===== src/rtl/adc_trim_mean_filter_if.sv =====
// Sample/result bus for adc_trim_mean_filter: tagged sample input, mode select,
// result strobe and the sticky drop flag.
interface adc_trim_mean_filter_if #(
    parameter int DW  = 14,
    parameter int CHW = 1
);
    logic [1:0]     mode;
    logic           in_valid;
    logic [CHW-1:0] in_ch;
    logic [DW-1:0]  in_data;
    logic           out_valid;
    logic [CHW-1:0] out_ch;
    logic [DW-1:0]  out_data;
    logic           drop_err;

    modport master (
        output mode, in_valid, in_ch, in_data,
        input  out_valid, out_ch, out_data, drop_err
    );

    modport slave (
        input  mode, in_valid, in_ch, in_data,
        output out_valid, out_ch, out_data, drop_err
    );
endinterface


===== src/rtl/adc_trim_mean_filter.sv =====
// Per-channel windowed trimmed/plain mean filter for ADC samples, with bypass.
// One result per channel per window, registered one cycle after the last sample.
module adc_trim_mean_filter #(
    parameter int DW       = 14,
    parameter int CH       = 2,
    parameter int CHW      = 1,
    parameter int LOG2_AVG = 2
) (
    input  logic                      sys_clk,
    input  logic                      sys_rst_n,
    adc_trim_mean_filter_if.slave     bus
);
    localparam int unsigned AW    = DW + LOG2_AVG + 2;
    localparam int unsigned CW    = LOG2_AVG + 2;
    localparam int unsigned NSLOT = 2 ** CHW;

    localparam logic [CW-1:0]  LAST_TRIM  = CW'(2 ** LOG2_AVG + 1);
    localparam logic [CW-1:0]  LAST_PLAIN = CW'(2 ** LOG2_AVG - 1);
    localparam logic [AW-1:0]  HALF       = AW'(2 ** (LOG2_AVG - 1));
    localparam logic [CHW:0]   CH_LIM     = (CHW + 1)'(CH);
    localparam logic [1:0]     MODE_PLAIN = 2'd1;
    localparam logic [1:0]     MODE_BYP   = 2'd2;

    logic [CW-1:0]  r_cnt [NSLOT];
    logic [AW-1:0]  r_acc [NSLOT];
    logic [DW-1:0]  r_max [NSLOT];
    logic [DW-1:0]  r_min [NSLOT];
    logic [1:0]     r_mode_q;
    logic           r_out_valid;
    logic [CHW-1:0] r_out_ch;
    logic [DW-1:0]  r_out_data;
    logic           r_drop_err;

    logic           w_ch_ok;
    logic           w_mode_chg;
    logic           w_accept;
    logic           w_plain;
    logic           w_bypass;
    logic           w_last;
    logic [AW-1:0]  w_sum;
    logic [DW-1:0]  w_max;
    logic [DW-1:0]  w_min;
    logic [AW-1:0]  w_rounded;
    logic [DW-1:0]  w_res;

    // Slots at or above CH exist only so in_ch can index directly; they are never written.
    always_comb begin
        w_ch_ok    = {1'b0, bus.in_ch} < CH_LIM;
        w_mode_chg = bus.mode != r_mode_q;
        w_accept   = bus.in_valid && w_ch_ok && !w_mode_chg;
        w_plain    = r_mode_q == MODE_PLAIN;
        w_bypass   = r_mode_q == MODE_BYP;
        w_sum      = r_acc[bus.in_ch] + AW'(bus.in_data);
        w_max      = (bus.in_data >= r_max[bus.in_ch]) ? bus.in_data : r_max[bus.in_ch];
        w_min      = (bus.in_data <= r_min[bus.in_ch]) ? bus.in_data : r_min[bus.in_ch];
        w_last     = r_cnt[bus.in_ch] == (w_plain ? LAST_PLAIN : LAST_TRIM);
        if (w_plain)
            w_rounded = w_sum + HALF;
        else
            w_rounded = w_sum - AW'(w_max) - AW'(w_min) + HALF;
        w_res = DW'(w_rounded >> LOG2_AVG);
    end

    always_ff @(posedge sys_clk) begin
        if (!sys_rst_n) begin
            for (int unsigned i = 0; i < NSLOT; i++) begin
                r_cnt[i] <= '0;
                r_acc[i] <= '0;
                r_max[i] <= '0;
                r_min[i] <= '1;
            end
            r_mode_q    <= bus.mode;
            r_out_valid <= 1'b0;
            r_out_ch    <= '0;
            r_out_data  <= '0;
            r_drop_err  <= 1'b0;
        end else begin
            r_out_valid <= 1'b0;
            if (bus.in_valid && !w_ch_ok)
                r_drop_err <= 1'b1;

            if (w_mode_chg) begin
                for (int unsigned i = 0; i < NSLOT; i++) begin
                    r_cnt[i] <= '0;
                    r_acc[i] <= '0;
                    r_max[i] <= '0;
                    r_min[i] <= '1;
                end
                r_mode_q <= bus.mode;
            end else if (w_accept) begin
                if (w_bypass) begin
                    r_out_valid <= 1'b1;
                    r_out_ch    <= bus.in_ch;
                    r_out_data  <= bus.in_data;
                end else if (w_last) begin
                    r_out_valid         <= 1'b1;
                    r_out_ch            <= bus.in_ch;
                    r_out_data          <= w_res;
                    r_cnt[bus.in_ch]    <= '0;
                    r_acc[bus.in_ch]    <= '0;
                    r_max[bus.in_ch]    <= '0;
                    r_min[bus.in_ch]    <= '1;
                end else begin
                    r_cnt[bus.in_ch]    <= r_cnt[bus.in_ch] + 1'b1;
                    r_acc[bus.in_ch]    <= w_sum;
                    r_max[bus.in_ch]    <= w_max;
                    r_min[bus.in_ch]    <= w_min;
                end
            end
        end
    end

    assign bus.out_valid = r_out_valid;
    assign bus.out_ch    = r_out_ch;
    assign bus.out_data  = r_out_data;
    assign bus.drop_err  = r_drop_err;
endmodule

===== src/flat_wrapper.sv =====
// flat-port wrapper written by rule: the top's interface ports become plain ports
module adc_trim_mean_filter_flat 
#(
    parameter int DW       = 14,
    parameter int CH       = 2,
    parameter int CHW      = 1,
    parameter int LOG2_AVG = 2
)
  (sys_clk, sys_rst_n, bus_mode, bus_in_valid, bus_in_ch, bus_in_data, bus_out_valid, bus_out_ch, bus_out_data, bus_drop_err);
  adc_trim_mean_filter_if #(.DW(DW), .CHW(CHW)) bus_i ();
  input  logic sys_clk;
  input  logic sys_rst_n;
  input wire logic [$bits(bus_i.mode)-1:0] bus_mode;
  input wire logic [$bits(bus_i.in_valid)-1:0] bus_in_valid;
  input wire logic [$bits(bus_i.in_ch)-1:0] bus_in_ch;
  input wire logic [$bits(bus_i.in_data)-1:0] bus_in_data;
  output wire logic [$bits(bus_i.out_valid)-1:0] bus_out_valid;
  output wire logic [$bits(bus_i.out_ch)-1:0] bus_out_ch;
  output wire logic [$bits(bus_i.out_data)-1:0] bus_out_data;
  output wire logic [$bits(bus_i.drop_err)-1:0] bus_drop_err;
  assign bus_i.mode = bus_mode;
  assign bus_i.in_valid = bus_in_valid;
  assign bus_i.in_ch = bus_in_ch;
  assign bus_i.in_data = bus_in_data;
  assign bus_out_valid = bus_i.out_valid;
  assign bus_out_ch = bus_i.out_ch;
  assign bus_out_data = bus_i.out_data;
  assign bus_drop_err = bus_i.drop_err;
  adc_trim_mean_filter #(.DW(DW), .CH(CH), .CHW(CHW), .LOG2_AVG(LOG2_AVG)) u_core (.sys_clk(sys_clk), .sys_rst_n(sys_rst_n), .bus(bus_i));
endmodule

===== config.mk =====
export PLATFORM = sky130hd
export DESIGN_NAME = adc_trim_mean_filter_flat
export DESIGN_NICKNAME = d
export VERILOG_FILES = /design/src/rtl/adc_trim_mean_filter_if.sv /design/src/rtl/adc_trim_mean_filter.sv /design/src/flat_wrapper.sv
export SDC_FILE = /design/constraint.sdc
export NUM_CORES = 1
export LEC_CHECK = 0
export BUFFER_PORTS_ARGS = -buffer_cell sky130_fd_sc_hd__buf_2
export CORE_MARGIN = 8
export CORE_UTILIZATION = 60
export CTS_CLUSTER_DIAMETER = 50
export DETAILED_ROUTE_END_ITERATION = 8
export GPL_ROUTABILITY_DRIVEN = 0
export PLACE_DENSITY = 0.78
export SYNTH_ARGS = -nofsm -noshare
export SYNTH_HDL_FRONTEND = slang
export SYNTH_SLANG_ARGS = --single-unit

===== constraint.sdc =====
create_clock -name sys_clk -period 17.24 [get_ports sys_clk]
set_input_delay 2.586 -clock sys_clk [delete_from_list [all_inputs] [get_ports sys_clk]]
set_output_delay 2.586 -clock sys_clk [all_outputs]
set_load 0.01 [all_outputs]

## Yosys cells after proc, flatten, opt, wreduce, memory -nomap -nowiden

Memories as Yosys holds them, arrays and structs flattened.
Cells that the tools add are included.

- Add/sub/neg operators: 6
- Magnitude comparators: 2
- Equal/unequal tests: 5
- Muxes and demuxes: 51
- Bitwise gates (word level): 15
- Reduce and logical (&&, ||, !) cells: 9

Operators with widths:

| operator | count |
|---|---|
| $mux W14 | 12 |
| $mux W18 | 4 |
| $add A16 B2 Y16 const B | 2 |
| $sub A16 B14 Y16 | 2 |
| $reduce_or A14 Y1 | 2 |
| $mux W1 | 27 |
| $add A18 B14 Y18 | 1 |
| $reduce_or A18 Y1 | 1 |
| $mux W16 | 1 |
| $mux W4 | 4 |
| $ge A14 B14 Y1 | 1 |
| $le A14 B14 Y1 | 1 |
| $or A1 B1 Y1 | 12 |
| $add A4 B1 Y4 const B | 1 |
| $eq A4 B4 Y1 | 1 |
| $mux W2 | 2 |
| $reduce_or A4 Y1 | 1 |
| $mux W3 | 1 |
| $not A1 Y1 | 3 |
| $reduce_and A3 Y1 | 1 |
| $reduce_or A3 Y1 | 1 |
| $eq A2 B1 Y1 const B | 1 |
| $eq A2 B2 Y1 const B | 1 |
| $ne A2 B1 Y1 const B | 1 |
| 4 further kinds | 4 |

- Register bits after elaboration: 18
- Bits in writable memories: 100
- Input bits: 20
- Output and inout port bits: 17
- Memories: 4

Memory list:

| memory | depth | bits a word | rd ports | clocked after Yosys merged registers in | write ports | RTL line | source |
|---|---|---|---|---|---|---|---|
| u_core.r_acc | 2 | 18 | 1 | 0 | 2 | adc_trim_mean_filter.sv:25 | `logic [AW-1:0] r_acc [NSLOT];` |
| u_core.r_max | 2 | 14 | 1 | 0 | 2 | adc_trim_mean_filter.sv:26 | `logic [DW-1:0] r_max [NSLOT];` |
| u_core.r_min | 2 | 14 | 1 | 0 | 2 | adc_trim_mean_filter.sv:27 | `logic [DW-1:0] r_min [NSLOT];` |
| u_core.r_cnt | 2 | 4 | 1 | 0 | 2 | adc_trim_mean_filter.sv:24 | `logic [CW-1:0] r_cnt [NSLOT];` |

## Depth between registers and ports, before layout

Gate-level depths: netlist of the first run.

- Depth in word-level cells: 12
- Mapped depth: 29
- Gate-level depth less buffers: 25

## Worst setup path after synthesis of the first run

Ideal clock, no wire load.

- Path kind: input -> register
- From: input port bus_in_ch
- To: register u_core.r_out_data[10] (netlist: u_core.bus.out_data[10])
- Setup time: 74 ps
- Arrival: 8,892 ps
- Slack: 8,273 ps
- Cell stages on the path: 29
- Path buffers: 4
- Cells stage by stage: buf_2 buf_1 buf_1 mux2i_1 ha_1 nor2b_1 o21a_1 o21a_1 o21a_1 o21a_1 o21ai_0 a221oi_1 buf_2 mux2_2 inv_1 ha_1 fa_1 inv_1 ha_1 fa_1 a21o_1 a21oi_1 o21bai_1 a31o_2 a41oi_1 mux2_2 o21ai_0 o2111ai_1 o21ai_0

- Longest elaborated chain between the ends: 9

Ends and longest elaborated chain:

| item | RTL line | source |
|---|---|---|
| start, declared | flat_wrapper.sv:15 | `input wire logic [$bits(bus_i.in_ch)-1:0] bus_in_ch;` |
| $mem_v2 Z2 W14 | n/a |  |
| $ge A14 B14 Y1 | adc_trim_mean_filter.sv:54 | `w_max = (bus.in_data >= r_max[bus.in_ch]) ? bus.in_data : r_max[bus.in_ch];` |
| $mux W14 | adc_trim_mean_filter.sv:54 |  |
| $sub A16 B14 Y16 (2 in a row) | adc_trim_mean_filter.sv:60 | `w_rounded = w_sum - AW'(w_max) - AW'(w_min) + HALF;` |
| $add A16 B2 Y16 | adc_trim_mean_filter.sv:60 |  |
| $mux W16 | adc_trim_mean_filter.sv:57 | `if (w_plain)` |
| $mux W14 | adc_trim_mean_filter.sv:95 | `end else if (w_last) begin` |
| $mux W14 | adc_trim_mean_filter.sv:91 | `if (w_bypass) begin` |
| end signal, assigned | adc_trim_mean_filter.sv:94 | `r_out_data <= bus.in_data;` |
| end signal, assigned | adc_trim_mean_filter.sv:98 | `r_out_data <= w_res;` |
| end, declared | adc_trim_mean_filter.sv:31 | `logic [DW-1:0] r_out_data;` |

Parallel ways exist; a longest one is shown, timed or not. The select of a mux whose other input is x is not followed.
A chain may end at the register's enable or synchronous reset.

## Worst setup path in the final report of the first run

Same ends and word-level chain as after synthesis.

==> flow_summary.toml, run 1 <==
[routing]
post_drt_wl_per_cell_um = 20.0
wirelength_um = 20000
drtAntennaViolNets = 0
drtIter0Drc = 519
drt-pass1-iter-count = 6
drcViolationCount = 0
vias_per_cell = 6.09
num_vias = 6086

[final_layout]
diodes = 0
final_nets = 917
drive_gt1_share_pct = 17.0
seq_area_um2 = 3260
finalNonFillerCells = 1000
n_fill_cell = 998
multi_input_area_um2 = 4460
syn2layout_area_growth_pct = 12.1
postLayoutCoreUtil_pct = 68.5

[clocking]
cts_setup_buffers = 0
cts.sinks = 114
clock_path_buffers = 2
ctsRootBufferMaster = "clkbuf_16"
clk-insertion-delay-late_ns = 0.43
clk_pin_slew_worst_paths_ns = 0.06
cts_made_buffers = 17
ctsHoldBuffers = 0
cts.repair.resized = 0
htreeDepth = 4
cts_tree = "yes"

[critical_path]
ff2ff_path_depth = 25
worstSetupEndpointType = "flip-flop"
path_class = "in2reg"
reg2reg_to = "u_core.bus.out_data[10]"
path_max_fanout = 36
worstPathRequired_ns = 17.58
reg2reg_setup_slack_ns = 10.92
startpoint = "bus_in_ch"
critPathCapture = "u_core.bus.out_data[10]"
rr_startpoint = "u_core.r_max[0][3]"
start_kind = "input pin"
worstPathArrival_ns = 9.66

[grt]
grt_pass1_vias = 6285
grt_usage_pct = 23.7
grt_overflow = 0
antenna_found_initial = 0
grt_start_max_net_pins = 49
grt_pass1_wl_um = 32200

[sta]
fin_crit_sh_pct = 54.0
grt_setup_unrepaired = "false"
relSlewSlack_pct = 44.6
finalClockSkew_ns = 0.00622
setup_viol = 0
max_freq_ghz = 0.107
worst_slack_ns = 7.93
hold_viol_final = 0
setup_tns_ns = 0
fin_crit_ns = 9.31
slew_violations = 0
worstMarginPinSlew_ns = 0.828

[status]
status = "finished clean"

[yosys]
syn_avg_cell_area_um2 = 10.4
syn-num-nets = 879
seq_area_frac_synth_pct = 40.6
synth_area_um2 = 8030
yosysUniqueCellTypes = 67
synth_edf_count = 98
ys_ff_latch = 114
synth_ff_type = "edfxtp_1"
synthArstFlopShare_pct = 0
ys_warn_count = 0
syn_inst = 773

[floorplanning]
pin_count = 37
num_rows = 42
coreArea_um2 = 13100
die_area_um2 = 17300
initial_utilization_pct = 61.1
die_h_um = 132
die_w_um = 132

[placement]
place_ws_ns = 7.64
hpwlAfterDp_um = 14100
placed_cells = 968
io_buffers = 35

[power]
p_leak_nw = 3.80
switching_share_pct = 33.7
vdd_drop_max_v = 0.0000679
total_power_mw = 1.08
powerDensity_nw_per_um2 = 120
combPwrFrac_pct = 36.8
pwr-share-clk_pct = 33.6
p_int_mw = 0.714
sequentialPowerShare_pct = 29.7
power_switching_mw = 0.362

[min_path]
hold_path.class = "reg2reg"

[job]
max_cap_violations = 0
cells in the mapped netlist, drive strengths merged (2+ instances only):
cell / number / area share [%]
nand2b: 4 / 0.31
nor4: 4 / 0.58
o2111ai: 5 / 0.62
o211ai: 6 / 0.62
o41ai: 2 / 0.31
nand4b: 2 / 0.22
or2: 3 / 0.23
fa: 15 / 3.7
a21oi: 35 / 2.4
xor2: 21 / 2.7
o21a: 8 / 0.75
nor2b: 7 / 0.55
dfxtp: 16 / 4.0
nor2: 97 / 4.5
nand2: 73 / 3.4
a21o: 12 / 1.1
o21ai: 21 / 1.3
a211o: 3 / 0.33
and2: 15 / 1.2
mux2: 45 / 6.3
clkbuf: 10 / 0.47
nand4: 6 / 0.65
nand3: 16 / 1.0
a31oi: 4 / 0.31
and3: 4 / 0.31
o221ai: 3 / 0.33
buf: 18 / 1.1
ha: 71 / 11
or4: 3 / 0.33
a221oi: 3 / 0.33
mux2i: 36 / 4.5
xnor2: 16 / 1.7
nor3: 12 / 0.75
a211oi: 8 / 0.90
o21bai: 3 / 0.28
edfxtp: 98 / 37
inv: 53 / 2.5
critical path, cell delays in order:
cell	delay, ns
buf_2	0.47
buf_4	0.60
mux2i_1	0.31
ha_1	0.28
a21o_1	0.16
a21oi_1	0.14
o221ai_1	0.14
a21o_1	0.20
a21oi_1	0.14
o221ai_1	0.13
a31oi_1	0.66
mux2_2	0.44
inv_1	0.06
ha_1	0.24
fa_1	0.50
inv_1	0.05
ha_1	0.24
fa_1	0.41
a21o_1	0.19
a21oi_1	0.25
o21bai_1	0.12
a31o_2	0.27
a41oi_1	0.21
mux2_2	0.36
o21ai_0	0.12
o2111ai_1	0.15
o21ai_0	0.22
flip-flops by register name (all words and copies together), names as in the netlist:
register              flops
u_core.r_max             28
u_core.r_acc             32
u_core.bus.out_valid      1
u_core.r_min             28
u_core.bus.out_ch         1
u_core.r_cnt              8
u_core.bus.out_data      14
u_core.r_mode_q           2
per-layer routing:
layer  GRT usage, %  vias up  routed length, um
li1               -     2852                  -
met1           28.1     2930               8290
met2           38.5      230               9450
met3           6.29       74               1310
met4           13.3        0                948
met5              0        -                  0
cells by family after synthesis:
logic type / after synthesis / synth area share, %
simple gates: 248 / 14.2
compound gates: 125 / 11.1
fa+ha+maj: 86 / 14.8
other cells: 1 / 0.0467
flops: 114 / 40.6
mux: 81 / 10.8
xor+xnor: 37 / 4.41
buf+inv: 81 / 4.02
stage by stage:
step	hold slack (ns)	cell area [um2]
after floorplan	0.475	8030
after global placement	0.448	8410
after detailed placement	0.448	8410
after CTS	0.460	9000
after global routing	0.481	9000
final	0.462	9000
how the worst min path moves through the flow:
stage / slack (ns) / from / cells past startpoint / to
after detailed placement: 0.45 / u_core.bus.out_ch / 2 / u_core.bus.out_ch
final: 0.46 / u_core.bus.out_data[1] / 2 / u_core.bus.out_data[1]
after CTS: 0.46 / u_core.bus.out_ch / 2 / u_core.bus.out_ch
after floorplan: 0.47 / u_core.bus.out_data[11] / 2 / u_core.bus.out_data[11]
after global placement: 0.45 / u_core.bus.out_ch / 2 / u_core.bus.out_ch
after global routing: 0.48 / u_core.bus.out_data[1] / 2 / u_core.bus.out_data[1]
final cells by class:
| class | instances | area share, % |
|---|---|---|
| timing repair buffer | 47 | 2.95 |
| inverter | 53 | 2.21 |
| multi-input combinational | 578 | 49.5 |
| tap | 176 | 2.45 |
| sequential | 114 | 36.2 |
| clock inverter | 15 | 1.90 |
| clock buffer | 17 | 4.73 |
cell usage in the layout, fill, tap and decap left out, types with 17 or more instances in the layout:
cell and n:
o21ai_0 20, inv_1 53, buf_2 35, ha_1 71, mux2i_1 36, clkbuf_16 17, a21oi_1 33, nand2_1 71
mux2_2 45, xor2_1 17, nor2_1 97, edfxtp_1 98
power by group through the flow:
| stage | clock network, mW | registers (mW) | logic (mW) |
|---|---|---|---|
| final | 0.361 | 0.320 | 0.396 |
| after global routing | 0.375 | 0.321 | 0.442 |
| after floorplan | 0 | 0.324 | 0.305 |
| after detailed placement | 0 | 0.325 | 0.385 |
| after global placement | 0 | 0.324 | 0.373 |
| after CTS | 0.362 | 0.320 | 0.391 |
Note: power is estimated with default switching activity, not from simulation.
==> run 2, diff against run 1 <==
==> constraint.sdc (replaced) <==
create_clock -name sys_clk -period 9.2 [get_ports sys_clk]
set_input_delay 1.38 -clock sys_clk [delete_from_list [all_inputs] [get_ports sys_clk]]
set_output_delay 1.38 -clock sys_clk [all_outputs]
set_load 0.01 [all_outputs]
==> run 2 against run 1 <==
Against the previous run: hold slack worse by 0.0063 ns; power is 87% higher; largest cell class unchanged; flip-flop and latch count stayed put; clock power is 81% higher; sequential power is 87% higher; critical path type unchanged; clock-buffer cell count is 1 higher; design area is 0.33% lower.
==> flow_summary.toml, run 2 (synthesis gave the netlist of run 1 again) <==
[min_path]
hold_path.class = "reg2reg"
holdPathStages = 2

[floorplanning]
initial_utilization_pct = 61.1
num_rows = 42
pin_count = 37
die_w_um = 132
die_area_um2 = 17300
coreArea_um2 = 13100
die_h_um = 132

[clocking]
cts.sinks = 114
cts_setup_buffers = 0
htreeDepth = 4
cts_made_buffers = 17
clk-insertion-delay-late_ns = 0.43
cts_tree = "yes"
clock_path_buffers = 2
ctsHoldBuffers = 0
cts.repair.resized = 0
clk_pin_slew_worst_paths_ns = 0.05
ctsRootBufferMaster = "clkbuf_16"

[routing]
post_drt_wl_per_cell_um = 20.5
vias_per_cell = 6.11
drt-pass1-iter-count = 6
drtAntennaViolNets = 0
drcViolationCount = 0
num_vias = 6106
drtIter0Drc = 414
wirelength_um = 20500

[final_layout]
most-common-layout-cells = "edfxtp_1 (98), nor2_1 (97), nand2_1 (71), ha_1 (71), inv_1 (53)"
top_regs = "u_core.r_acc: 32 flops, u_core.r_max: 28 flops, u_core.r_min: 28 flops"
multi_input_area_um2 = 4460
seq_area_um2 = 3260
regMostFlops = "u_core.r_acc"
postLayoutCoreUtil_pct = 68.3
final_nets = 916
drive_gt1_share_pct = 17.3
largest_reg_flops = 32
post-route-cell-area_um2 = 8970
diodes = 0
finalNonFillerCells = 999
n_fill_cell = 983
syn2layout_area_growth_pct = 11.7
layout_commonest_cell = "edfxtp_1"

[critical_path]
worstPathArrival_ns = 7.86
critPathCapture = "u_core.bus.out_data[12]"
max_stage_delay_ns = 0.61
reg2reg_setup_slack_ns = 2.99
path_max_fanout = 26
start_kind = "input pin"
crit_top_cell = "a21oi_1"
rr_startpoint = "u_core.r_max[1][3]"
startpoint = "bus_in_ch"
cp_slowest_cell = "buf_2"
worstSetupEndpointType = "flip-flop"
path_class = "in2reg"
reg2reg_to = "u_core.bus.out_data[12]"
ff2ff_path_depth = 23
worstPathRequired_ns = 9.49
path_cells = "buf_2 -> mux2i_1 -> ha_1 -> a21o_1 -> a21oi_1 -> o221ai_1 -> a21o_1 -> a21oi_1 -> o221ai_1 -> a31oi_1 -> buf_4 -> mux2_2 -> fa_1 -> ha_1 -> fa_1 -> a21o_1 -> a21oi_1 -> o21bai_1 -> a31o_2 -> a21oi_1 -> o31ai_1 -> xor2_1 -> a221oi_1 -> o32ai_1"

[sta]
hold_viol_final = 0
setup_tns_ns = 0
fin_crit_sh_pct = 82.3
slew_violations = 0
finalClockSkew_ns = 0.0101
fin_crit_ns = 7.57
grt_setup_unrepaired = "false"
max_freq_ghz = 0.132
relSlewSlack_pct = 42.1
setup_viol = 0
worstMarginPinSlew_ns = 0.865

[placement]
placed_cell_area_um2 = 8400
hpwlAfterDp_um = 14300
io_buffers = 35
placed_cells = 967

[power]
p_leak_nw = 3.80
powerDensity_nw_per_um2 = 224
vdd_drop_max_v = 0.000155

[job]
max_cap_violations = 0

[grt]
grt_pass1_vias = 6325
grt_overflow = 0
grt_start_max_net_pins = 30
antenna_found_initial = 0
grt_usage_pct = 23.8
grt_pass1_wl_um = 32400

[status]
status = "finished clean"
## run 2: cell type report
type	instances	share of cell area, %
Inverter	53	2.22
Tap cell	176	2.45
Multi-Input combinational cell	578	49.7
Clock buffer	18	4.78
Sequential cell	114	36.4
Timing Repair Buffer	46	2.87
Clock inverter	14	1.62
## run 2: through the flow
stage	setup slack, ns	hold WS (ns)	power, mW
4_1_cts	1.74	0.457	2.00
6_report	1.63	0.456	2.01
2_1_floorplan	1.44	0.475	1.18
5_1_grt	1.34	0.478	2.10
3_5_place_dp	1.34	0.443	1.33
3_3_place_gp	1.50	0.439	1.31
## run 2: worst min path at each step
stage / from / endpoint / slack (ns)
3_3_place_gp: u_core.bus.out_data[11] / u_core.bus.out_data[11] / 0.44
6_report: u_core.bus.out_data[11] / u_core.bus.out_data[11] / 0.46
2_1_floorplan: u_core.bus.out_data[11] / u_core.bus.out_data[11] / 0.47
3_5_place_dp: u_core.bus.out_data[11] / u_core.bus.out_data[11] / 0.44
5_1_grt: u_core.bus.out_data[11] / u_core.bus.out_data[11] / 0.48
4_1_cts: u_core.bus.out_data[11] / u_core.bus.out_data[11] / 0.46
## run 2: critical path: cells and delay by family
kind | cells | cell delay, ns
AOI/OAI and AO/OA | 15 | 3.09
adders and majority gates | 4 | 1.55
buffers and inverters | 2 | 0.94
muxes | 2 | 0.71
xor gates and xnor gates | 1 | 0.15
## run 2: per-layer routing
| metal | vias to the layer above | global-route usage (%) | part of all wire (%) | wire length [um] |
|---|---|---|---|---|
| met5 | - | 0 | 0 | 0 |
| met1 | 2921 | 28.4 | 41 | 8330 |
| met3 | 59 | 6.02 | 7.9 | 1610 |
| met4 | 0 | 11.7 | 3.4 | 692 |
| met2 | 281 | 39.2 | 48 | 9830 |
| li1 | 2845 | - | - | - |
## run 2: where the power goes
group | switching [mW] | internal (mW) | leakage (nW)
registers | 0.0102 | 0.590 | 1.16
logic | 0.449 | 0.306 | 2.35
clock network | 0.235 | 0.418 | 0.289
total | 0.694 | 1.31 | 3.80
==> run 3, diff against run 2 <==
--- a/config.mk
+++ b/config.mk
@@ -7,7 +7,7 @@
 export LEC_CHECK = 0
 export BUFFER_PORTS_ARGS = -buffer_cell sky130_fd_sc_hd__buf_2
 export CORE_MARGIN = 8
-export CORE_UTILIZATION = 60
+export CORE_UTILIZATION = 57
 export CTS_CLUSTER_DIAMETER = 50
 export DETAILED_ROUTE_END_ITERATION = 8
 export GPL_ROUTABILITY_DRIVEN = 0
==> constraint.sdc (replaced) <==
create_clock -name sys_clk -period 6.4 [get_ports sys_clk]
set_input_delay 0.96 -clock sys_clk [delete_from_list [all_inputs] [get_ports sys_clk]]
set_output_delay 0.96 -clock sys_clk [all_outputs]
set_load 0.01 [all_outputs]
==> run 3 against run 2 <==
Against the previous run: flip-flop and latch count unchanged; first-iteration DRC count up 55%; design area up 3.3%; wire length up 5.5%; clock-buffer cell count up 8; sequential power up 44%; sequential share of layout area down 1.2 points; non-clock buffer count up 33; hold slack better by 0.0025 ns; via count up 5.4%.
==> flow_summary.toml, run 3 (synthesis gave the netlist of run 1 again) <==
[grt]
grt_pass1_vias = 6489
grt_start_max_net_pins = 30
top_usage_layer = "met2"
grt_util_met1_pct = 28.9
antenna_found_initial = 0
grt_pass1_wl_um = 34000
grt_usage_pct = 24.3
gr-usage-met3_pct = 5.09
grt_overflow = 0
met2_usage_pct = 41.6

[critical_path]
crit_top_cell = "a21oi_1"
crit_buf_inv = 2
start_kind = "input pin"
worstSetupEndpointType = "flip-flop"
max_stage_delay_ns = 0.48
path_max_fanout = 6
path_depth = 24
worstPathRequired_ns = 6.71
cp_slowest_cell = "fa_1"
cpLargestDelayFamily = "compound AO/OA/AOI/OAI gates"
worstPathArrival_ns = 6.53
path_cells = "clkbuf_4 -> mux2i_2 -> ha_1 -> a21o_1 -> a21oi_1 -> o221ai_1 -> a21o_1 -> a21oi_1 -> o221ai_1 -> a31oi_2 -> buf_4 -> mux2_2 -> fa_1 -> ha_1 -> ha_1 -> a211oi_1 -> o21ai_0 -> a21oi_1 -> a21oi_1 -> xor2_1 -> or2_2 -> o41ai_2 -> xor2_1 -> o41ai_1"
ff2ff_path_depth = 23
path_class = "in2reg"

[clocking]
cts_tree = "yes"
ctsRootBufferMaster = "clkbuf_16"
htreeDepth = 4
clk-insertion-delay-late_ns = 0.42
clk_pin_slew_worst_paths_ns = 0.05
clock_path_buffers = 2
cts.sinks = 114
cts.repair.resized = 0
cts_made_buffers = 17
ctsHoldBuffers = 0
cts_setup_buffers = 0

[sta]
relSlewSlack_pct = 40.8
finalClockSkew_ns = 0.0108
worst_slack_ns = 0.185
max_freq_ghz = 0.161
whs_ns = 0.458
worstMarginPinSlew_ns = 0.885
setup_viol = 0
fin_crit_ns = 6.21
fin_crit_sh_pct = 97.1
slew_violations = 0
hold_viol_final = 0
grt_setup_unrepaired = "false"

[floorplanning]
die_area_um2 = 18100
num_rows = 43
coreArea_um2 = 13800
initial_utilization_pct = 58.1
die_w_um = 135
pin_count = 37
die_h_um = 135

[placement]
place_ws_ns = -0.192
placed_cells = 1004
io_buffers = 35
hpwlAfterDp_um = 15600

[routing]
drt-pass1-iter-count = 5
drcViolationCount = 0
drtIter0Drc = 640
post_drt_wl_per_cell_um = 20.8
wirelength_um = 21600
vias_per_cell = 6.21
drtAntennaViolNets = 0
num_vias = 6438

[final_layout]
diodes = 0
drive_gt1_share_pct = 21.0
top_regs = "u_core.r_acc: 32 flops, u_core.r_max: 28 flops, u_core.r_min: 28 flops"
final_nets = 949
regMostFlops = "u_core.r_acc"
layout_commonest_cell = "edfxtp_1"
most-common-layout-cells = "edfxtp_1 (98), nor2_1 (97), nand2_1 (71), ha_1 (71), inv_1 (53)"
syn2layout_area_growth_pct = 15.4
largest_reg_flops = 32
finalNonFillerCells = 1036

[status]
status = "finished clean"

[min_path]
hold_path.class = "reg2reg"
holdPathStages = 2

[power]
vdd_drop_max_v = 0.000182
p_leak_nw = 3.96
powerDensity_nw_per_um2 = 322

[job]
max_cap_violations = 0
[run 3: changes by cell type in the layout (fill, tap and decap cells not counted), moves of 2 or more]
| cell | change |
|---|---|
| buf_4 | +31 |
| clkbuf_8 | +3 |
| mux2i_2 | +2 |
| clkbuf_1 | +5 |
| clkinv_1 | -3 |
| clkinv_2 | -3 |
| mux2i_1 | -2 |
[run 3: final cells by class]
class	instances	area (um2)
flip-flops and latches	114	3260
inverters	53	199
multi-input cells	578	4490
well taps	180	225
clock buffers	26	489
fillers	1009	4550
clock inverters	6	80.1
repair buffers	79	524
[run 3: stage by stage]
stage / total power [mW] / instance area (um2) / util (%) / setup TNS [ns]
floorplan: 1.71 / 8090 / - / 0
global placement: 1.99 / 8680 / 62.7 / -0.0309
detailed placement: 2.03 / 8680 / 62.7 / -0.855
CTS: 2.96 / 9250 / 66.9 / 0
global route: 3.13 / 9270 / 67.1 / 0
finish: 2.98 / 9270 / 67.1 / 0
[run 3: path summary, 6_finish.rpt]
| check | startpoint | to | slack [ns] |
|---|---|---|---|
| setup / recovery | bus_in_ch | u_core.bus.out_data[13] | 0.19 |
| hold / removal | u_core.bus.out_ch | u_core.bus.out_ch | 0.46 |
| setup reg to reg | u_core.r_max[1][3] | u_core.bus.out_data[13] | 0.60 |
| hold reg to reg | u_core.bus.out_ch | u_core.bus.out_ch | 0.46 |
[run 3: metal layers]
| metal | vias up | part of all wire, % |
|---|---|---|
| li1 | 2911 | - |
| met1 | 3129 | 39 |
| met2 | 330 | 49 |
| met3 | 68 | 8.1 |
| met4 | 0 | 3.9 |
| met5 | - | 0 |
[run 3: power breakdown]
group | switching (mW) | leakage, nW | internal, mW
sequential | 0.0125 | 1.16 | 0.848
combinational | 0.680 | 2.52 | 0.525
clock | 0.319 | 0.282 | 0.600
total | 1.01 | 3.96 | 1.97
[run 3: worst min-delay path: cells and delay by family, from the launching register on]
kind,cells,cell delay [ns]
flip-flops,1,0.31
AND/OR/NAND/NOR,1,0.05
AO/OA/AOI/OAI,1,0.05
